## src/rtl/refresh_frame_sequencer_if.sv

```systemverilog
// -----------------------------------------------------------------------------
// refresh_frame_sequencer_if
//   Bundles the refresh tick, the per-stage start/done handshake and the
//   frame / overrun status of the refresh frame sequencer.
//
//   master : the surrounding system (tick source, stage modules, status reader)
//   slave  : the sequencer itself
//
//   Signals
//     refresh_tick   one-cycle frame tick, clk_50 domain
//     stage_done     per-stage completion, level or pulse
//     overrun_clr    clears overrun / overrun_count / stage_timeout
//     stage_start    one-hot, one-cycle start pulse to the current stage
//     busy           sequencer not idle
//     frame_done     one-cycle pulse when the last stage completes
//     frame_count    completed frames, wraps
//     overrun        sticky dropped-tick flag
//     overrun_count  dropped ticks, saturating
//     stage_timeout  sticky watchdog flag
// -----------------------------------------------------------------------------
interface refresh_frame_sequencer_if #(
   parameter int NUM_STAGES = 3,
   parameter int FRAME_W    = 16,
   parameter int OVR_W      = 8
);
   logic                  refresh_tick;
   logic [NUM_STAGES-1:0] stage_done;
   logic                  overrun_clr;
   logic [NUM_STAGES-1:0] stage_start;
   logic                  busy;
   logic                  frame_done;
   logic [FRAME_W-1:0]    frame_count;
   logic                  overrun;
   logic [OVR_W-1:0]      overrun_count;
   logic                  stage_timeout;

   modport master (
      output refresh_tick, stage_done, overrun_clr,
      input  stage_start, busy, frame_done, frame_count,
             overrun, overrun_count, stage_timeout
   );

   modport slave (
      input  refresh_tick, stage_done, overrun_clr,
      output stage_start, busy, frame_done, frame_count,
             overrun, overrun_count, stage_timeout
   );
endinterface

```

## src/rtl/refresh_frame_sequencer.sv

```systemverilog
// -----------------------------------------------------------------------------
// refresh_frame_sequencer
//   Consumes the one-cycle refresh tick and runs the per-frame update stages
//   (input sample, physics, render latch, ...) strictly in order, each with a
//   start/done handshake. Counts completed frames and counts ticks that
//   arrive while a frame is still being sequenced.
//
//   Ports
//     clk_50  system clock
//     rst     synchronous reset, active-high
//     sif     refresh_frame_sequencer_if.slave (tick, stage handshake, status)
//
//   Optional feature
//     REFRESH_SEQ_WDOG_EN  when defined, a per-stage watchdog aborts a stage
//                          that has not completed within WDOG_CYCLES and sets
//                          the sticky stage_timeout flag. When undefined,
//                          stage_timeout is constant 0 and a stage may hang.
//
//   All outputs are registered; no input reaches an output combinationally.
// -----------------------------------------------------------------------------
module refresh_frame_sequencer #(
   parameter int NUM_STAGES  = 3,
   parameter int FRAME_W     = 16,
   parameter int OVR_W       = 8,
   parameter int WDOG_CYCLES = 2000000
) (
   input logic                       clk_50,
   input logic                       rst,
   refresh_frame_sequencer_if.slave  sif
);

   localparam int IDX_W = (NUM_STAGES > 1) ? $clog2(NUM_STAGES) : 1;
   localparam logic [IDX_W-1:0] LAST_IDX = IDX_W'(NUM_STAGES - 1);

   typedef enum logic [1:0] {IDLE, START, WAIT, DONE} state_t;

   state_t                state;
   logic [IDX_W-1:0]      stage_idx;
   logic [NUM_STAGES-1:0] stage_start_q;
   logic                  busy_q;
   logic                  frame_done_q;
   logic [FRAME_W-1:0]    frame_count_q;
   logic                  overrun_q;
   logic [OVR_W-1:0]      overrun_count_q;
   logic                  stage_hit;
   logic                  drop;

   // Only the bit of the stage being waited on is ever looked at.
   assign stage_hit = sif.stage_done[stage_idx];
   // A tick is only accepted from IDLE; anywhere else (DONE included) it is lost.
   assign drop      = sif.refresh_tick && (state != IDLE);

   function automatic logic [OVR_W-1:0] sat_inc(input logic [OVR_W-1:0] v);
      return (&v) ? v : v + 1'b1;
   endfunction

`ifdef REFRESH_SEQ_WDOG_EN
   localparam int WD_W = (WDOG_CYCLES > 1) ? $clog2(WDOG_CYCLES) : 1;
   localparam logic [WD_W-1:0] WD_LAST = WD_W'(WDOG_CYCLES - 1);

   logic [WD_W-1:0] wdog_cnt;
   logic            timeout_q;
`endif

   // Sequencing FSM. Outputs are registered alongside the state transition so
   // each one is valid exactly while the FSM sits in the matching state.
   always_ff @(posedge clk_50) begin
      if (rst) begin
         state         <= IDLE;
         stage_idx     <= '0;
         stage_start_q <= '0;
         busy_q        <= 1'b0;
         frame_done_q  <= 1'b0;
         frame_count_q <= '0;
`ifdef REFRESH_SEQ_WDOG_EN
         wdog_cnt      <= '0;
         timeout_q     <= 1'b0;
`endif
      end else begin
         stage_start_q <= '0;
         frame_done_q  <= 1'b0;
`ifdef REFRESH_SEQ_WDOG_EN
         // A timeout raised later in this block overrides this clear.
         if (sif.overrun_clr) timeout_q <= 1'b0;
`endif
         unique case (state)
            IDLE: begin
               if (sif.refresh_tick) begin
                  stage_idx     <= '0;
                  state         <= START;
                  stage_start_q <= NUM_STAGES'(1);
                  busy_q        <= 1'b1;
               end
            end
            START: begin
               state <= WAIT;
`ifdef REFRESH_SEQ_WDOG_EN
               wdog_cnt <= '0;
`endif
            end
            WAIT: begin
               if (stage_hit) begin
                  if (stage_idx == LAST_IDX) begin
                     state        <= DONE;
                     frame_done_q <= 1'b1;
                  end else begin
                     stage_idx     <= stage_idx + 1'b1;
                     state         <= START;
                     stage_start_q <= NUM_STAGES'(1) << (stage_idx + 1'b1);
                  end
               end
`ifdef REFRESH_SEQ_WDOG_EN
               // A done in the same cycle as expiry is taken above and wins.
               else if (wdog_cnt == WD_LAST) begin
                  state     <= IDLE;
                  busy_q    <= 1'b0;
                  timeout_q <= 1'b1;
               end else begin
                  wdog_cnt <= wdog_cnt + 1'b1;
               end
`endif
            end
            DONE: begin
               frame_count_q <= frame_count_q + 1'b1;
               state         <= IDLE;
               busy_q        <= 1'b0;
            end
         endcase
      end
   end

   // Dropped-tick bookkeeping. A drop in the same cycle as a clear wins and
   // restarts the count at the current drop.
   always_ff @(posedge clk_50) begin
      if (rst) begin
         overrun_q       <= 1'b0;
         overrun_count_q <= '0;
      end else if (drop) begin
         overrun_q       <= 1'b1;
         overrun_count_q <= sif.overrun_clr ? OVR_W'(1) : sat_inc(overrun_count_q);
      end else if (sif.overrun_clr) begin
         overrun_q       <= 1'b0;
         overrun_count_q <= '0;
      end
   end

   assign sif.stage_start   = stage_start_q;
   assign sif.busy          = busy_q;
   assign sif.frame_done    = frame_done_q;
   assign sif.frame_count   = frame_count_q;
   assign sif.overrun       = overrun_q;
   assign sif.overrun_count = overrun_count_q;
`ifdef REFRESH_SEQ_WDOG_EN
   assign sif.stage_timeout = timeout_q;
`else
   // Constant 0 for every legal WDOG_CYCLES; expressed through the parameter
   // so the parameter stays referenced when the watchdog is compiled out.
   assign sif.stage_timeout = (WDOG_CYCLES < 1);
`endif

endmodule

```

## src/flat_wrapper.sv

```systemverilog
// flat-port wrapper written by rule: the top's interface ports become plain ports
module refresh_frame_sequencer_flat 
#(
   parameter int NUM_STAGES  = 3,
   parameter int FRAME_W     = 16,
   parameter int OVR_W       = 8,
   parameter int WDOG_CYCLES = 2000000
)
  (clk_50, rst, sif_refresh_tick, sif_stage_done, sif_overrun_clr, sif_stage_start, sif_busy, sif_frame_done, sif_frame_count, sif_overrun, sif_overrun_count, sif_stage_timeout);
  refresh_frame_sequencer_if #(.NUM_STAGES(NUM_STAGES), .FRAME_W(FRAME_W), .OVR_W(OVR_W)) sif_i ();
  input logic clk_50;
  input logic rst;
  input wire logic [$bits(sif_i.refresh_tick)-1:0] sif_refresh_tick;
  input wire logic [$bits(sif_i.stage_done)-1:0] sif_stage_done;
  input wire logic [$bits(sif_i.overrun_clr)-1:0] sif_overrun_clr;
  output wire logic [$bits(sif_i.stage_start)-1:0] sif_stage_start;
  output wire logic [$bits(sif_i.busy)-1:0] sif_busy;
  output wire logic [$bits(sif_i.frame_done)-1:0] sif_frame_done;
  output wire logic [$bits(sif_i.frame_count)-1:0] sif_frame_count;
  output wire logic [$bits(sif_i.overrun)-1:0] sif_overrun;
  output wire logic [$bits(sif_i.overrun_count)-1:0] sif_overrun_count;
  output wire logic [$bits(sif_i.stage_timeout)-1:0] sif_stage_timeout;
  assign sif_i.refresh_tick = sif_refresh_tick;
  assign sif_i.stage_done = sif_stage_done;
  assign sif_i.overrun_clr = sif_overrun_clr;
  assign sif_stage_start = sif_i.stage_start;
  assign sif_busy = sif_i.busy;
  assign sif_frame_done = sif_i.frame_done;
  assign sif_frame_count = sif_i.frame_count;
  assign sif_overrun = sif_i.overrun;
  assign sif_overrun_count = sif_i.overrun_count;
  assign sif_stage_timeout = sif_i.stage_timeout;
  refresh_frame_sequencer #(.NUM_STAGES(NUM_STAGES), .FRAME_W(FRAME_W), .OVR_W(OVR_W), .WDOG_CYCLES(WDOG_CYCLES)) u_core (.clk_50(clk_50), .rst(rst), .sif(sif_i));
endmodule
```

## config.mk

```make
export PLATFORM = sky130hd
export DESIGN_NAME = refresh_frame_sequencer_flat
export DESIGN_NICKNAME = d
export VERILOG_FILES = /design/src/rtl/refresh_frame_sequencer_if.sv /design/src/rtl/refresh_frame_sequencer.sv /design/src/flat_wrapper.sv
export SDC_FILE = /design/constraint.sdc
export NUM_CORES = 1
export LEC_CHECK = 0
export ABC_CLOCK_PERIOD_IN_PS = 1500
export BUFFER_PORTS_ARGS = -buffer_cell sky130_fd_sc_hd__clkbuf_2
export CORE_ASPECT_RATIO = 0.8
export CORE_MARGIN = 4
export CORE_UTILIZATION = 47
export CTS_CLUSTER_DIAMETER = 60
export DETAILED_ROUTE_END_ITERATION = 8
export PLACE_DENSITY = 0.74
export REMOVE_ABC_BUFFERS = 1
export SETUP_SLACK_MARGIN = 0.1
export SLEW_MARGIN = 20
export SYNTH_ARGS = -nofsm -noshare
export SYNTH_HDL_FRONTEND = slang
export SYNTH_SLANG_ARGS = --single-unit
```

## constraint.sdc

```tcl
create_clock -name clk_50 -period 1.5 [get_ports clk_50]
set_clock_uncertainty 0.1 [all_clocks]
set_input_delay 0.15 -clock clk_50 [delete_from_list [all_inputs] [get_ports clk_50]]
set_output_delay 0.15 -clock clk_50 [all_outputs]
set_load 0.01 [all_outputs]
```

==> impl_metrics.env <==
export IMPL_hold_depth=3
export IMPL_rrSetupSlack_ns=0.03
export IMPL_synth_edf_count=0
export IMPL_wl_per_cell_um=13.4
export IMPL_final_common_cell="buf_4"
export IMPL_hold_path_end="u_core.sif.overrun$_SDFFE_PP0P_"
export IMPL_grtUsageMet3_pct=5.04
export IMPL_timing_rr_end="u_core.sif.overrun_count[5]$_SDFFE_PP0P_"
export IMPL_netlist_area_mm2=0.00160
export IMPL_place_congestion=0.837
export IMPL_ant_nets=0
export IMPL_drtPass1Iterations=4
export IMPL_cts_max_level=2
export IMPL_cts_sinks=34
export IMPL_worstSetupPathType="reg -> reg"
export IMPL_ios=38
export IMPL_die_w_um=73.2
export IMPL_die_h_um=60.2
export IMPL_layout_common_cells="40 x buf_4, 36 x clkbuf_2, 23 x nor2_1, 22 x dfxtp_1"
export IMPL_overflow=0
export IMPL_hp_start="sif_overrun_clr"
export IMPL_synth_cells=180
export IMPL_pwr_share_comb_pct=10.5
export IMPL_postCtsHoldBufs=0
export IMPL_crit_path_end_kind="register"
export IMPL_reg2reg_depth=6
export IMPL_grt_util_met2_pct=28.8
export IMPL_cp_required_ns=1.62
export IMPL_grt_usage_pct=19.1
export IMPL_fmax_mhz=679
export IMPL_finalSetupTns_ns=0
export IMPL_avgSynthCellArea_um2=8.88
export IMPL_cts_buffers=5
export IMPL_nFillCells=229
export IMPL_synth_seq_cells=34
export IMPL_syn2layout_area_growth_pct=46.9
export IMPL_wirelength_um=4020
export IMPL_worstPathMaxFanout=4
export IMPL_cts_root_buf="clkbuf_8"
export IMPL_vias=1548
export IMPL_maxCapViolCount=0
export IMPL_leakage_nw=1.05
export IMPL_num_rows=18
export IMPL_busiest_layer="met2"
export IMPL_start_util_pct=50.4
export IMPL_switchingPower_w=0.000449
export IMPL_hold_viol_final=0
export IMPL_rr_startpoint="u_core.sif.overrun_count[1]$_SDFFE_PP0P_"
export IMPL_grt_pass1_vias=1409
export IMPL_drv_slew=0
export IMPL_viasPerCell=5.16
export IMPL_diodes=0
export IMPL_ys_types=37
export IMPL_switching_share_pct=24.6
export IMPL_cts_reportedPaths_clkPinSlew_ns=0.07
export IMPL_drive_gt1_share_pct=45.8
export IMPL_slowest_stage="dfxtp_2"
export IMPL_grt_max_degree=19
export IMPL_cts_buffer_depth=2
export IMPL_grt_pass1_wl_um=6370
export IMPL_core_area_mm2=0.00318
export IMPL_status="complete, no violations"
export IMPL_max_stage_delay_ns=0.36
export IMPL_synthArstFlopShare_pct=0
export IMPL_portBuffers=36
export IMPL_cp_data_arrival_time_ns=1.59
export IMPL_start_kind="register"
export IMPL_internal_power_w=0.00138
export IMPL_holdCritPathClass="in -> reg"
export IMPL_yosys_warnings=0
export IMPL_setup_viol=0
export IMPL_period_needed_ns=1.47
export IMPL_dp_hpwl_um=2760
export IMPL_peakVddDrop_mv=0.501
export IMPL_drt_iter0_markers=89
export IMPL_insertion_delay_ns=0.29
export IMPL_dieArea_mm2=0.00441
export IMPL_fin_hold_ws_ns=0.0782
export IMPL_path_cells="buf_6 -> and3_1 -> o211ai_1 -> buf_4 -> or3_1 -> a21oi_1"
export IMPL_ys_seq_area_share_pct=42.6
export IMPL_power_density_mw_per_mm2=778
export IMPL_fin_nets=272
export IMPL_antenna_found_initial=0
export IMPL_cts_tree="built"
export IMPL_gr_usage_met1_pct=24.4
export IMPL_rsz0062_at_grt="yes"
export IMPL_post_route_drc_count=0
export IMPL_power_frac_seq_pct=51.1
export IMPL_clockPowerShare_pct=38.4
export IMPL_ys_flop_type="dfxtp_1"
export IMPL_fin_crit_sh_pct=98.2
==> Yosys cell counts (5+ instances only) <==
master | instances | share of area, %
dfxtp_1 | 34 | 43
nor2_1 | 25 | 5.9
a21oi_1 | 10 | 3.1
xor2_1 | 10 | 5.5
nand2_1 | 8 | 1.9
nand4_1 | 7 | 2.7
o21ai_0 | 7 | 2.2
ha_1 | 6 | 4.7
nand3_1 | 6 | 1.9
and3_1 | 5 | 2.0
clkbuf_1 | 5 | 1.2
nand2b_1 | 5 | 2.0
or3_1 | 5 | 2.0
==> routing by layer <==
metal  routed length, um  vias to the layer above
li1                    -                      793
met1                1920                      701
met2                1780                       41
met3                 189                       13
met4                 123                        0
met5                   0                        -
==> worst max-delay path: cells and delay by family (launching register included) <==
family,cells,cell delay [ns]
flops,1,0.36
simple gates,2,0.45
buf+inv,2,0.26
compound gates,2,0.22
==> sequential cells by signal, summed over array words and instances, names as in the netlist <==
| signal | cells |
|---|---|
| u_core.sif.busy | 1 |
| u_core.sif.frame_count | 16 |
| u_core.sif.frame_done | 1 |
| u_core.sif.overrun | 1 |
| u_core.sif.overrun_count | 8 |
| u_core.sif.stage_start | 3 |
| u_core.stage_idx | 2 |
| u_core.state | 2 |
==> metrics by stage <==
step	setup WS, ns	area (um2)	util (%)	instances	power, W
2_1_floorplan	-0.0930	1570	-	173	0.00104
3_3_place_gp	0.0126	2050	64.5	282	0.00111
3_5_place_dp	-0.0655	2050	64.5	282	0.00112
4_1_cts	0.0380	2270	71.4	295	0.00184
5_1_grt	-0.0191	2350	74.0	300	0.00190
6_report	0.0273	2350	74.0	300	0.00183
==> power by group through the flow <==
stage          clock (W)  combinational, W  sequential (W)
2_1_floorplan          0         0.0000729        0.000967
3_3_place_gp           0          0.000160        0.000955
3_5_place_dp           0          0.000162        0.000956
4_1_cts         0.000718          0.000178        0.000940
5_1_grt         0.000754          0.000214        0.000934
6_report        0.000702          0.000192        0.000933
==> final cells by class <==
class                      instances  area (um2)  share of cell area (%)
tap                               40        50.0                    2.13
inverter                           3        11.3                   0.479
timing repair buffer              79         514                    21.9
sequential                        34         711                    30.3
clock inverter                     1        5.00                   0.213
multi-input combinational        136         971                    41.3
clock buffer                       7        86.3                    3.68
==> worst max-delay path by stage <==
stage	from	to	slack, ns
3_5_place_dp	u_core.sif.frame_count[1]$_SDFFE_PP0P_	u_core.sif.frame_count[12]$_SDFFE_PP0P_	-0.07
4_1_cts	u_core.sif.overrun_count[0]$_SDFFE_PP0P_	u_core.sif.overrun_count[5]$_SDFFE_PP0P_	0.04
3_3_place_gp	u_core.state[0]$_SDFFE_PP0P_	u_core.sif.frame_count[15]$_SDFFE_PP0P_	0.01
6_report	u_core.sif.overrun_count[1]$_SDFFE_PP0P_	u_core.sif.overrun_count[5]$_SDFFE_PP0P_	0.03
5_1_grt	u_core.sif.overrun_count[1]$_SDFFE_PP0P_	u_core.sif.overrun_count[5]$_SDFFE_PP0P_	-0.02
2_1_floorplan	u_core.state[1]$_SDFFE_PP0P_	u_core.sif.frame_count[15]$_SDFFE_PP0P_	-0.09
==> timing repair <==
item,4_1_cts,5_1_grt
setup endpoints to repair,16,17
pin swaps,7,16
buffers inserted,5,5
gates cloned,0,0
resized for setup,28,17
==> logic make-up after synthesis <==
family | count (synthesis) | synth area share [%]
simple gates | 78 | 26.3
xor+xnor | 13 | 7.12
flops | 34 | 42.6
compound gates | 31 | 11.8
other cells | 1 | 0.235
buf+inv | 10 | 2.58
mux | 7 | 4.69
fa+ha+maj | 6 | 4.69
Note: power is estimated with default switching activity, not from simulation.
